**config.mk**
```make
export PLATFORM = sky130hd
export DESIGN_NAME = vga_sync_decoder
export DESIGN_NICKNAME = d
export VERILOG_FILES = /design/src/rtl/vga_sync_decoder.sv
export SDC_FILE = /design/constraint.sdc
export NUM_CORES = 1
export LEC_CHECK = 0
export BUFFER_PORTS_ARGS = -buffer_cell sky130_fd_sc_hd__buf_4
export CAP_MARGIN = 20
export CORE_MARGIN = 8
export CORE_UTILIZATION = 52
export DETAILED_ROUTE_END_ITERATION = 7
export GPL_ROUTABILITY_DRIVEN = 0
export GPL_TIMING_DRIVEN = 0
export PLACE_DENSITY = 0.76
export SYNTH_ARGS = -nofsm -noshare
export SYNTH_HDL_FRONTEND = slang
export SYNTH_SLANG_ARGS = --single-unit
```
**constraint.sdc**
```tcl
create_clock -name i_clk -period 2.45 [get_ports i_clk]
set_clock_uncertainty 0.2 [all_clocks]
set_input_delay 0.245 -clock i_clk [delete_from_list [all_inputs] [get_ports i_clk]]
set_output_delay 0.245 -clock i_clk [all_outputs]
set_load 0.01 [all_outputs]
```
**src/rtl/vga_sync_decoder.sv**
```systemverilog
// ---------------------------------------------------------------------------
// vga_sync_decoder
//   Receive side of the VGA timing interface. Recovers the pixel/line position
//   from incoming hsync/vsync, validates the frame geometry and declares lock
//   after LOCK_FRAMES consecutive clean frames.
//
// Ports
//   i_clk          system clock
//   i_rst          synchronous reset, active-low
//   i_pix_en       pixel-tick enable; all counting advances only on ticks
//   i_hsync        horizontal sync, asynchronous to i_clk
//   i_vsync        vertical sync, asynchronous to i_clk
//   o_h_pos[9:0]   column inside the active window, 0 elsewhere
//   o_v_pos[9:0]   row inside the active window, 0 elsewhere
//   o_active       locked and inside the active window
//   o_locked       timing validated
//   o_frame_start  one-clk pulse on each vsync leading edge while locked
//   o_err          one-clk pulse on any timing violation
//   o_err_cnt[7:0] saturating violation count
//
// Configuration
//   VGA_SYNC_ERRCNT_EN  when defined, o_err_cnt counts err pulses (saturating
//                       at 255, cleared only by reset); otherwise it is tied 0.
// ---------------------------------------------------------------------------
module vga_sync_decoder #(
    parameter int   H_TOTAL     = 800,
    parameter int   H_SYNC      = 96,
    parameter int   H_BP        = 48,
    parameter int   H_ACTIVE    = 640,
    parameter int   V_TOTAL     = 525,
    parameter int   V_SYNC      = 2,
    parameter int   V_BP        = 33,
    parameter int   V_ACTIVE    = 480,
    parameter int   LOCK_FRAMES = 2,
    parameter logic SYNC_POL    = 1'b0
) (
    input  logic       i_clk,
    input  logic       i_rst,
    input  logic       i_pix_en,
    input  logic       i_hsync,
    input  logic       i_vsync,
    output logic [9:0] o_h_pos,
    output logic [9:0] o_v_pos,
    output logic       o_active,
    output logic       o_locked,
    output logic       o_frame_start,
    output logic       o_err,
    output logic [7:0] o_err_cnt
);

    localparam logic [9:0] H_LAST = 10'(H_TOTAL - 1);
    localparam logic [9:0] V_LAST = 10'(V_TOTAL - 1);
    localparam logic [9:0] H_ST   = 10'(H_SYNC + H_BP);
    localparam logic [9:0] H_END  = 10'(H_SYNC + H_BP + H_ACTIVE);
    localparam logic [9:0] V_ST   = 10'(V_SYNC + V_BP);
    localparam logic [9:0] V_END  = 10'(V_SYNC + V_BP + V_ACTIVE);
    localparam logic [7:0] LK_N   = 8'(LOCK_FRAMES);
    localparam logic [9:0] C_MAX  = 10'd1023;
    localparam logic [9:0] C_PRE  = 10'd1022;

    typedef enum logic [1:0] {
        SEARCH = 2'd0,
        CHECK  = 2'd1,
        LOCKED = 2'd2
    } state_t;

    // ---------------- sync inputs: 2-flop synchronizer + edge register
    logic r_hs_s1, r_hs_s2, r_hs_d, r_hs_pend;
    logic r_vs_s1, r_vs_s2, r_vs_d, r_vs_pend;
    logic w_hs_raw, w_vs_raw, w_hs_edge, w_vs_edge;

    assign w_hs_raw = (r_hs_s2 == SYNC_POL) && (r_hs_d != SYNC_POL);
    assign w_vs_raw = (r_vs_s2 == SYNC_POL) && (r_vs_d != SYNC_POL);
    // An edge arriving on a non-tick clk is held pending until the next tick
    // so a slow pixel enable never loses it.
    assign w_hs_edge = i_pix_en && (w_hs_raw || r_hs_pend);
    assign w_vs_edge = i_pix_en && (w_vs_raw || r_vs_pend);

    always_ff @(posedge i_clk) begin
        if (!i_rst) begin
            r_hs_s1   <= ~SYNC_POL;
            r_hs_s2   <= ~SYNC_POL;
            r_hs_d    <= ~SYNC_POL;
            r_vs_s1   <= ~SYNC_POL;
            r_vs_s2   <= ~SYNC_POL;
            r_vs_d    <= ~SYNC_POL;
            r_hs_pend <= 1'b0;
            r_vs_pend <= 1'b0;
        end else begin
            r_hs_s1   <= i_hsync;
            r_hs_s2   <= r_hs_s1;
            r_hs_d    <= r_hs_s2;
            r_vs_s1   <= i_vsync;
            r_vs_s2   <= r_vs_s1;
            r_vs_d    <= r_vs_s2;
            r_hs_pend <= ~i_pix_en & (r_hs_pend | w_hs_raw);
            r_vs_pend <= ~i_pix_en & (r_vs_pend | w_vs_raw);
        end
    end

    // ---------------- counters, checks, FSM
    state_t     r_state;
    logic [9:0] r_hc, r_vc;
    logic [7:0] r_fc;
    logic       r_h_arm;   // a reference hsync edge has been seen since leaving SEARCH

    logic w_h_to, w_v_to, w_line_err, w_frame_err, w_err;
    logic w_chk, w_lk, w_win;

    assign w_chk = (r_state != SEARCH);
    assign w_lk  = (r_state == LOCKED);

    // Timeouts fire once, on the tick the counter would step onto 1023.
    assign w_h_to      = i_pix_en && !w_hs_edge && (r_hc == C_PRE);
    assign w_v_to      = w_hs_edge && !w_vs_edge && (r_vc == C_PRE);
    assign w_line_err  = w_chk && w_hs_edge && r_h_arm && (r_hc != H_LAST);
    assign w_frame_err = w_chk && w_vs_edge && (r_vc != V_LAST);
    assign w_err       = w_line_err || w_frame_err || w_h_to || w_v_to;

    assign w_win = (r_hc >= H_ST) && (r_hc < H_END) &&
                   (r_vc >= V_ST) && (r_vc < V_END);

    always_ff @(posedge i_clk) begin
        if (!i_rst) begin
            r_state       <= SEARCH;
            r_hc          <= 10'd0;
            r_vc          <= 10'd0;
            r_fc          <= 8'd0;
            r_h_arm       <= 1'b0;
            o_h_pos       <= 10'd0;
            o_v_pos       <= 10'd0;
            o_active      <= 1'b0;
            o_locked      <= 1'b0;
            o_frame_start <= 1'b0;
            o_err         <= 1'b0;
        end else begin
            if (i_pix_en) begin
                if (w_hs_edge)
                    r_hc <= 10'd0;
                else if (r_hc != C_MAX)
                    r_hc <= r_hc + 10'd1;
                // A coincident vsync edge wins over the line increment.
                if (w_vs_edge)
                    r_vc <= 10'd0;
                else if (w_hs_edge && (r_vc != C_MAX))
                    r_vc <= r_vc + 10'd1;
            end

            case (r_state)
                SEARCH: begin
                    if (w_vs_edge && !w_err) begin
                        r_state <= CHECK;
                        r_fc    <= 8'd0;
                    end
                    // If hsync arrives with the leaving vsync edge, hc is
                    // already a valid reference for the next line check.
                    r_h_arm <= w_vs_edge && w_hs_edge && !w_err;
                end
                CHECK: begin
                    if (w_err) begin
                        r_state <= SEARCH;
                        r_h_arm <= 1'b0;
                    end else begin
                        r_h_arm <= r_h_arm | w_hs_edge;
                        if (w_vs_edge) begin
                            if (r_fc + 8'd1 >= LK_N)
                                r_state <= LOCKED;
                            r_fc <= r_fc + 8'd1;
                        end
                    end
                end
                LOCKED: begin
                    if (w_err) begin
                        r_state <= SEARCH;
                        r_h_arm <= 1'b0;
                    end else begin
                        r_h_arm <= r_h_arm | w_hs_edge;
                    end
                end
                default: begin
                    r_state <= SEARCH;
                    r_h_arm <= 1'b0;
                end
            endcase

            // Status outputs follow the registered state, so locked/active
            // drop on the clk after the offending edge.
            o_locked      <= w_lk;
            o_active      <= w_lk && w_win;
            o_h_pos       <= (w_lk && w_win) ? (r_hc - H_ST) : 10'd0;
            o_v_pos       <= (w_lk && w_win) ? (r_vc - V_ST) : 10'd0;
            o_frame_start <= w_vs_edge && w_lk && !w_err;
            o_err         <= w_err;
        end
    end

`ifdef VGA_SYNC_ERRCNT_EN
    logic [7:0] r_err_cnt;

    always_ff @(posedge i_clk) begin
        if (!i_rst)
            r_err_cnt <= 8'd0;
        else if (w_err && (r_err_cnt != 8'hFF))
            r_err_cnt <= r_err_cnt + 8'd1;
    end

    assign o_err_cnt = r_err_cnt;
`else
    assign o_err_cnt = 8'd0;
`endif

endmodule

```
Yosys cells after proc, flatten, opt, wreduce, memory -nomap -nowiden
Cells that the tools add are included.
W data, S select, Z words.
Storage, ports and cells
  output and inout bits: 32
  input port bits: 5
  flip-flop bits (word level): 63
Operators by class
  reductions and logical operators: 42
  bitwise operators: 8
  magnitude comparators: 5
  add/subtract/negate cells: 5
  eq/ne operators: 14
  muxes and demuxes: 16
Operators by type and width (count)
  $mux W10: 4
  $ne A10 B10 Y1 const B: 4
  $mux W8: 3
  $logic_and A1 B1 Y1: 23
  $add A10 B1 Y10 const B: 2
  $eq A10 B10 Y1 const B: 2
  $lt A10 B10 Y1 const B: 2
  $pmux W8 S2: 1
  $ge A10 B6 Y1 const B: 1
  $ge A10 B8 Y1 const B: 1
  $mux W2: 5
  $sub A10 B6 Y10 const B: 1
  $sub A10 B8 Y10 const B: 1
  $add A8 B1 Y8 const B: 1
  $ge A8 B2 Y1 const B: 1
  $ne A2 B2 Y1 const B: 4
  $reduce_and A4 Y1: 2
  $reduce_bool A2 Y1: 4
  $ne A3 B3 Y1 const B: 2
  $pmux W2 S3: 1
  $reduce_and A2 Y1: 3
  $logic_or A1 B1 Y1: 5
  $logic_not A1 Y1: 3
  $not A1 Y1: 3
  other kinds (8): 11

Depth between registers and ports, before layout
Gate-level depths: netlist of the first run.
  depth in word-level cells: 14
  gate-level depth with buffers: 9
  depth with buffers taken out: 8

Worst setup path before layout of the first run
Ideal clock, no wire load.
  path type: reg2reg
  start: register r_vc[0]
  end: register o_v_pos[2]
  arrival: 1954 ps
  clock period less this slack: 2218 ps
  data required time: 2186 ps
  stages on the path, launching flop included: 9
  buffers on the path: 2
  setup slack: 232 ps
  cell sequence: dfxtp_1 ha_1 or4_4 nor3_2 nand2_1 a221o_1 buf_6 buf_8 nor2_1
Between the ends
  word-level cells in the longest chain between the ends: 5
  elaborated cells on any way between the ends: 7
  classes of those cells: add/sub (1); order compare (2); reduce/logical (4)
Ends and longest elaborated chain
  from (decl): RTL line 103  | logic [9:0] r_hc, r_vc;
  from (signal assigned): RTL line 146  | r_vc <= r_vc + 10'd1;
  $ge A10 B6 Y1: RTL line 121  | (r_vc >= V_ST) && (r_vc < V_END);
  $logic_and A1 B1 Y1: RTL line 120  | assign w_win = (r_hc >= H_ST) && (r_hc < H_END) &&
  $logic_and A1 B1 Y1: RTL line 121
  $logic_and A1 B1 Y1: RTL line 191  | o_v_pos <= (w_lk && w_win) ? (r_vc - V_ST) : 10'd0;
  $reduce_and A2 Y1 (no source line)
  to (signal assigned): RTL line 191
  to (decl): RTL line 43  | output logic [9:0] o_v_pos,
Parallel ways exist; a longest one is shown, timed or not.
A chain may end at the register's enable or synchronous reset.

Final worst setup path of the first run
  start: register r_hc[5]
  end: register r_fc[5]
Between the ends
  word-level cells in the longest chain between the ends: 9
  elaborated cells on any way between the ends: 12
  classes of those cells: eq/ne (4); reduce/logical (8)
Ends and longest elaborated chain
  from (decl): RTL line 103
  from (signal assigned): RTL line 141  | r_hc <= r_hc + 10'd1;
  $ne A10 B10 Y1: RTL line 116  | assign w_line_err = w_chk && w_hs_edge && r_h_arm && (r_hc != H_LAST);
  $logic_and A1 B1 Y1: RTL line 116
  $logic_or A1 B1 Y1: RTL line 118  | assign w_err = w_line_err || w_frame_err || w_h_to || w_v_to;
  $logic_or A1 B1 Y1 (*) (2 in a row): RTL line 118
  $logic_not A1 Y1: RTL line 151  | if (w_vs_edge && !w_err) begin
  $logic_and A1 B1 Y1: RTL line 151
  $ne A2 B2 Y1 (no source line)
  $reduce_and A4 Y1 (no source line) (*)
  to (signal assigned): RTL line 168  | r_fc <= r_fc + 8'd1;
  to (decl): RTL line 104  | logic [7:0] r_fc;
Mark *: on every way between the ends. The rest lies on a longest branch, timed or not.

==> results.toml, run 1 <==
[yosys]
yosysSeqAreaShare_pct = 41.8
synth_ff_type = "dfxtp_1"
synth_area_um2 = 3020
postSynthCellCount = 341
synth_cell_type_count = 57
synth_edf_count = 0
postSynthAreaPerCell_um2 = 8.85
synthArstFlopShare_pct = 0
ys_ff_latch = 63
yosysWarnings = 0

[setup_path]
arrival_ns = 2.39
critical_path.endpoint = "r_fc[5]$_SDFFE_PN0P_"
critPathLaunchType = "register"
r2r.worst_path.cells = 8
startpoint = "r_hc[5]$_SDFFE_PN0P_"
required_ns = 2.48
critical_path_class = "reg -> reg"
endpoint_kind = "register"
rr_endpoint = "r_fc[5]$_SDFFE_PN0P_"
r2r_start = "r_hc[5]$_SDFFE_PN0P_"
reg2reg_slack_ns = 0.09
cp_max_fo = 5

[clock_tree]
cts_buffers = 9
cts_buffer_depth = 2
tritoncts = "built"
clock-root-buffer = "clkbuf_8"
cts_sinks = 63
clkTransAtPathRegs_ns = 0.07
htreeDepth = 3
clk_latency_ns = 0.35

[die]
core_area_um2 = 5540
start_util_pct = 54.4
io_pins = 37
std_cell_rows = 27
die_h_um = 92.2
dieWidth_um = 92.2
die_area_um2 = 8490

[layout]
drive_above_1_share_pct = 19.5
n_antenna_cell = 0
finalNetCount = 409
multi_input_area_um2 = 1620
nFillCells = 458
final-seq-area_um2 = 1260
area_delta_synth_final_pct = 19.8

[sta]
grt_setup_unrepaired = "false"
drv_slew = 0
hold_ws_ns = 0.0326
tightest_slew_ns = 0.653
finalCritPeriodShare_pct = 96.3
max_freq_ghz = 0.424
hold_violations = 0
finalSetupViolCount = 0
tns_ns = 0
relSlewSlack_pct = 56.3
period_needed_ns = 2.36

[min_path]
min_path_type = "in -> reg"
holdPathStages = 3
hp-start = "i_rst"

[routing]
routed_wl_mm = 6.44
vias = 2497
wl_per_cell_um = 13.8
drc = 0
top_layer_used = "met4"
vias_per_cell = 5.36
first_pass_iters = 4
wl_met1_mm = 2.75
drt_iter0_drc = 116
ant_nets = 0
route.met3.wl_um = 385
route.met2.wl_mm = 3.16

[global_routing]
antenna_found_initial = 0
grt_max_degree = 11
grt_use_total_pct = 15.6
grt_pass1_wl_mm = 10.7
grt_pass1_vias = 2370
gr-total-overflow = 0

[power]
combPwrFrac_pct = 4.6
finalPower_mw = 2.01
power.internal_mw = 1.57
seqPwrFrac_pct = 51.8
switching_share_pct = 22.3
clkPwrFrac_pct = 43.6
p_switching_uw = 449
pwr_density_cell_nw_per_um2 = 557
leakage_nw = 1.48
peakVddDrop_mv = 0.278

[placement]
port_buffers = 28
dp_hpwl_mm = 4.47

[run_status]
outcome = "completed"

[flow_run]
maxCapViolCount = 0
sequential cells by signal (all words and copies together), names as in the netlist:
name	flops
r_hc	10
o_active	1
o_h_pos	10
r_h_arm	1
r_fc	8
r_vs_s1	1
r_vs_pend	1
r_hs_pend	1
r_vs_s2	1
o_err	1
r_vs_d	1
o_v_pos	10
r_hs_s2	1
r_state	2
o_frame_start	1
r_vc	10
r_hs_d	1
o_locked	1
r_hs_s1	1
per-stage QoR:
step	std cells	instance area (um^2)	setup WS, ns	util [%]
after floorplan	348	3040	0.232	-
after global placement	448	3340	-0.0208	60.3
after global routing	466	3610	0.00498	65.2
after CTS	466	3560	0.0209	64.3
final	466	3610	0.0910	65.2
after detailed placement	448	3340	-0.149	60.3
per-layer routing:
| metal | vias up | track usage, % |
|---|---|---|
| met5 | - | 0 |
| met4 | 0 | 10.1 |
| met3 | 10 | 4.40 |
| met2 | 59 | 26.2 |
| met1 | 1168 | 16.8 |
| li1 | 1260 | - |
power groups by stage:
stage / combinational (mW) / clock, mW / sequential [mW]
after floorplan: 0.0658 / 0 / 1.06
after global placement: 0.0875 / 0 / 1.06
after detailed placement: 0.0886 / 0 / 1.07
after CTS: 0.0920 / 0.894 / 1.04
after global routing: 0.104 / 0.941 / 1.04
final: 0.0935 / 0.879 / 1.04
critical path: stages, from the launching register on:
cell and delay [ns]:
dfxtp_1 0.41, inv_1 0.12, ha_1 0.21, nand2_1 0.12
nor4_2 0.07, or4_4 0.53, nand3_1 0.16, nor2_1 0.09
a221o_1 0.33
cells in the mapped netlist, types with 2 or more instances:
master     number  area [um^2]
o31a_1          2         17.5
a21oi_1        15         75.1
or4_1           2         15.0
a211o_1         2         17.5
o2bb2ai_1       2         17.5
nand4_1         9         56.3
or3_1          10         62.6
nor4_1          5         31.3
nand2_1        23         86.3
buf_4           8         60.1
clkbuf_1        4         15.0
o2111ai_1       3         26.3
or2_2           2         12.5
and3_1          2         12.5
nor2_1         40          150
dfxtp_1        63         1260
xor2_1          8         70.1
a21boi_0        2         15.0
inv_1          19         71.3
nand2b_1       10         62.6
ha_1           15          188
o21ai_0        11         55.1
a22o_1          2         17.5
o21a_1          2         15.0
buf_2           5         25.0
a21o_1          2         15.0
nor2b_1         3         18.8
a221o_1         2         20.0
nand3_1         7         35.0
buf_6           2         22.5
nor3_1         10         50.1
nor3b_1         5         37.5
xnor2_1        13          114
a2111oi_0       2         17.5
mux2i_1         3         30.0
and2_1          5         31.3
worst min-delay path by stage:
stage	endpoint
floorplan	r_hs_s1$_SDFF_PN1_
global placement	r_vs_s2$_SDFF_PN1_
detailed placement	r_vs_s2$_SDFF_PN1_
CTS	r_hs_pend$_SDFF_PN0_
global route	r_vs_pend$_SDFF_PN0_
finish	r_hs_pend$_SDFF_PN0_
logic make-up (layout without fill, tap and decap cells):
kind of cell	count (synthesis)	count (layout)	synth area share [%]
other cells	1	8	0.124
mux	3	3	0.995
flops	63	63	41.8
simple gates	140	140	24.6
compound gates	58	58	13.1
fa+ha+maj	15	15	6.22
xor+xnor	21	21	6.10
buf+inv	40	86	7.05
repair_timing:
action / CTS / global route
resized for setup: 1 / 10
buffers inserted: 0 / 2
endpoints found under the hold margin: 2 / 0
pin swaps: 0 / 2
setup endpoints to repair: 7 / 30
hold buffers: 2 / 0
final cells by class:
cell class	instances	area share, %
multi-input combinational	245	44.9
sequential	63	34.9
timing repair buffer	32	6.78
clock buffer	12	4.02
buffer	18	3.60
tap	72	2.49
inverter	20	2.08
clock inverter	4	1.25
placed cells by master (no fill, tap or decap), types with 3 or more instances in the layout:
cell type and instances:
mux2i_1 3, buf_4 38, nand2b_1 10, xnor2_1 13, nor2_1 40, nor3_1 9
nor3b_1 4, o21ai_0 10, xor2_1 8, nor2b_1 3, clkbuf_8 10, nor4_1 3
inv_1 19, conb_1 8, clkbuf_1 4, ha_1 14, a21oi_1 15, o2111ai_1 3
clkinv_2 3, nand2_1 23, buf_2 5, nand3_1 6, dfxtp_1 63, and2_1 5
nand4_1 9, or3_1 10
Power figures use the tool's default switching activity.
==> run 2: changes to the inputs <==
==> config.mk (replaced) <==
export PLATFORM = sky130hd
export DESIGN_NAME = vga_sync_decoder
export DESIGN_NICKNAME = d
export VERILOG_FILES = /design/src/rtl/vga_sync_decoder.sv
export SDC_FILE = /design/constraint.sdc
export NUM_CORES = 1
export LEC_CHECK = 0
export CAP_MARGIN = 20
export CORE_MARGIN = 8
export CORE_UTILIZATION = 52
export DETAILED_ROUTE_END_ITERATION = 7
export DONT_BUFFER_PORTS = 1
export GPL_ROUTABILITY_DRIVEN = 0
export GPL_TIMING_DRIVEN = 0
export PLACE_DENSITY = 0.7
export SYNTH_ARGS = -nofsm -noshare
export SYNTH_HDL_FRONTEND = slang
export SYNTH_SLANG_ARGS = --single-unit
==> constraint.sdc (replaced) <==
create_clock -name i_clk -period 2.45 [get_ports i_clk]
set_clock_uncertainty 0.2 [all_clocks]
set_input_delay 0.1225 -clock i_clk [delete_from_list [all_inputs] [get_ports i_clk]]
set_output_delay 0.1225 -clock i_clk [all_outputs]
set_load 0.01 [all_outputs]
==> results.toml, run 2 (synthesized netlist as in run 1, its figures left out) <==
[routing]
drc = 0
wl_per_cell_um = 14.1
vias_per_cell = 5.38
ant_nets = 0
drt_iter0_drc = 95
vias = 2373
first_pass_iters = 4
routed_wl_mm = 6.21

[placement]
dp_hpwl_mm = 4.38
port_buffers = 0
placed_cells = 420
dp_slack_ns = -0.0230

[layout]
final_common_cell = "dfxtp_1"
drive_above_1_share_pct = 12.7
area_delta_synth_final_pct = 13.2
final_cell_mix = "dfxtp_1, nor2_1, nand2_1"
n_antenna_cell = 0
finalNetCount = 384
final_cells = 441

[global_routing]
antenna_found_initial = 0
grt_max_degree = 12
use_met1_pct = 18.4
grt_pass1_vias = 2299
use_met3_pct = 3.99
grt_use_total_pct = 15.5
gr-total-overflow = 0
top_usage_layer = "met2"
grt_pass1_wl_mm = 10.6
use_met2_pct = 24.6

[sta]
hold_violations = 0
setup_ws_ns = 0.107
tightest_slew_ns = 0.824
drv_slew = 0
max_freq_ghz = 0.427
grt_setup_unrepaired = "true"
period_needed_ns = 2.34
finalCritPeriodShare_pct = 95.6
finalSetupViolCount = 0
relSlewSlack_pct = 43.6

[die]
std_cell_rows = 27
start_util_pct = 54.4
core_area_um2 = 5540
dieWidth_um = 92.2
die_area_um2 = 8490
io_pins = 37
die_h_um = 92.2

[run_status]
outcome = "completed"

[clock_tree]
cts_buffer_depth = 2
tritoncts = "built"
clk_latency_ns = 0.34
cts_sinks = 63
clock-root-buffer = "clkbuf_8"
htreeDepth = 3
cts_buffers = 9
post-cts-setup-buffers = 0
clkTransAtPathRegs_ns = 0.07

[setup_path]
critPathLaunchType = "register"
critical_path_class = "reg -> reg"
cp_max_fo = 8
required_ns = 2.48
endpoint_kind = "register"
arrival_ns = 2.38

[power]
pwr_density_cell_nw_per_um2 = 596
peakVddDrop_mv = 0.355
leakage_nw = 1.33

[min_path]
min_path_type = "in -> reg"

[flow_run]
maxCapViolCount = 0
run 2: cell type report:
cell class	instances	area, um^2
Clock buffer	10	138
Clock inverter	6	60.1
Multi-Input combinational cell	245	1590
Buffer	18	130
Fill cell	490	2130
Inverter	20	75.1
Sequential cell	63	1260
Timing Repair Buffer	7	70.1
Tap cell	72	90.1
run 2: worst paths after layout:
kind	slack (ns)	startpoint	cells after the start	endpoint
setup / recovery	0.11	r_hc[8]$_SDFFE_PN0P_	7	r_fc[6]$_SDFFE_PN0P_
hold reg to reg	0.21	r_vs_s1$_SDFF_PN1_	1	r_vs_s2$_SDFF_PN1_
hold / removal	0.10	i_rst	3	r_fc[4]$_SDFFE_PN0P_
setup reg to reg	0.11	r_hc[8]$_SDFFE_PN0P_	7	r_fc[6]$_SDFFE_PN0P_
run 2: stage by stage:
step / TNS [ns] / hold slack, ns / total power [mW] / util [%] / area, um^2
after floorplan: 0 / 0.0240 / 1.13 / - / 3040
after global placement: -0.0422 / 0.0276 / 1.14 / 56.5 / 3130
after detailed placement: -0.0516 / 0.0279 / 1.15 / 56.5 / 3130
after CTS: 0 / 0.0429 / 2.05 / 61.5 / 3410
after global routing: -0.113 / 0.105 / 2.12 / 61.6 / 3410
final: 0 / 0.100 / 2.03 / 61.6 / 3410
run 2: worst max-delay path, cell delays in order, from the launching register on:
cell      delay (ns)
dfxtp_1         0.32
buf_2           0.18
nand4_1         0.23
nor4_2          0.50
a211oi_1        0.17
nand4_1         0.28
nor3_1          0.09
a211o_1         0.26
run 2: power by group:
part | total (mW) | internal (mW) | switching (mW) | leakage (nW)
Clock | 0.899 | 0.491 | 0.408 | 0.0981
Sequential | 1.04 | 1.03 | 0.00844 | 0.510
Combinational | 0.0928 | 0.0394 | 0.0534 | 0.719
run 2: timing repair:
item	in CTS	in global routing
hold buffers	7	0
hold endpoints to repair	27	0
endpoints found under the setup margin	3	30
gates resized for setup	1	5
pin swaps	0	1
run 2: per-layer routing:
metal,part of all wire [%],wire [um]
met2,47,2920
met4,1.6,97
met1,46,2870
met5,0,0
met3,5.1,318
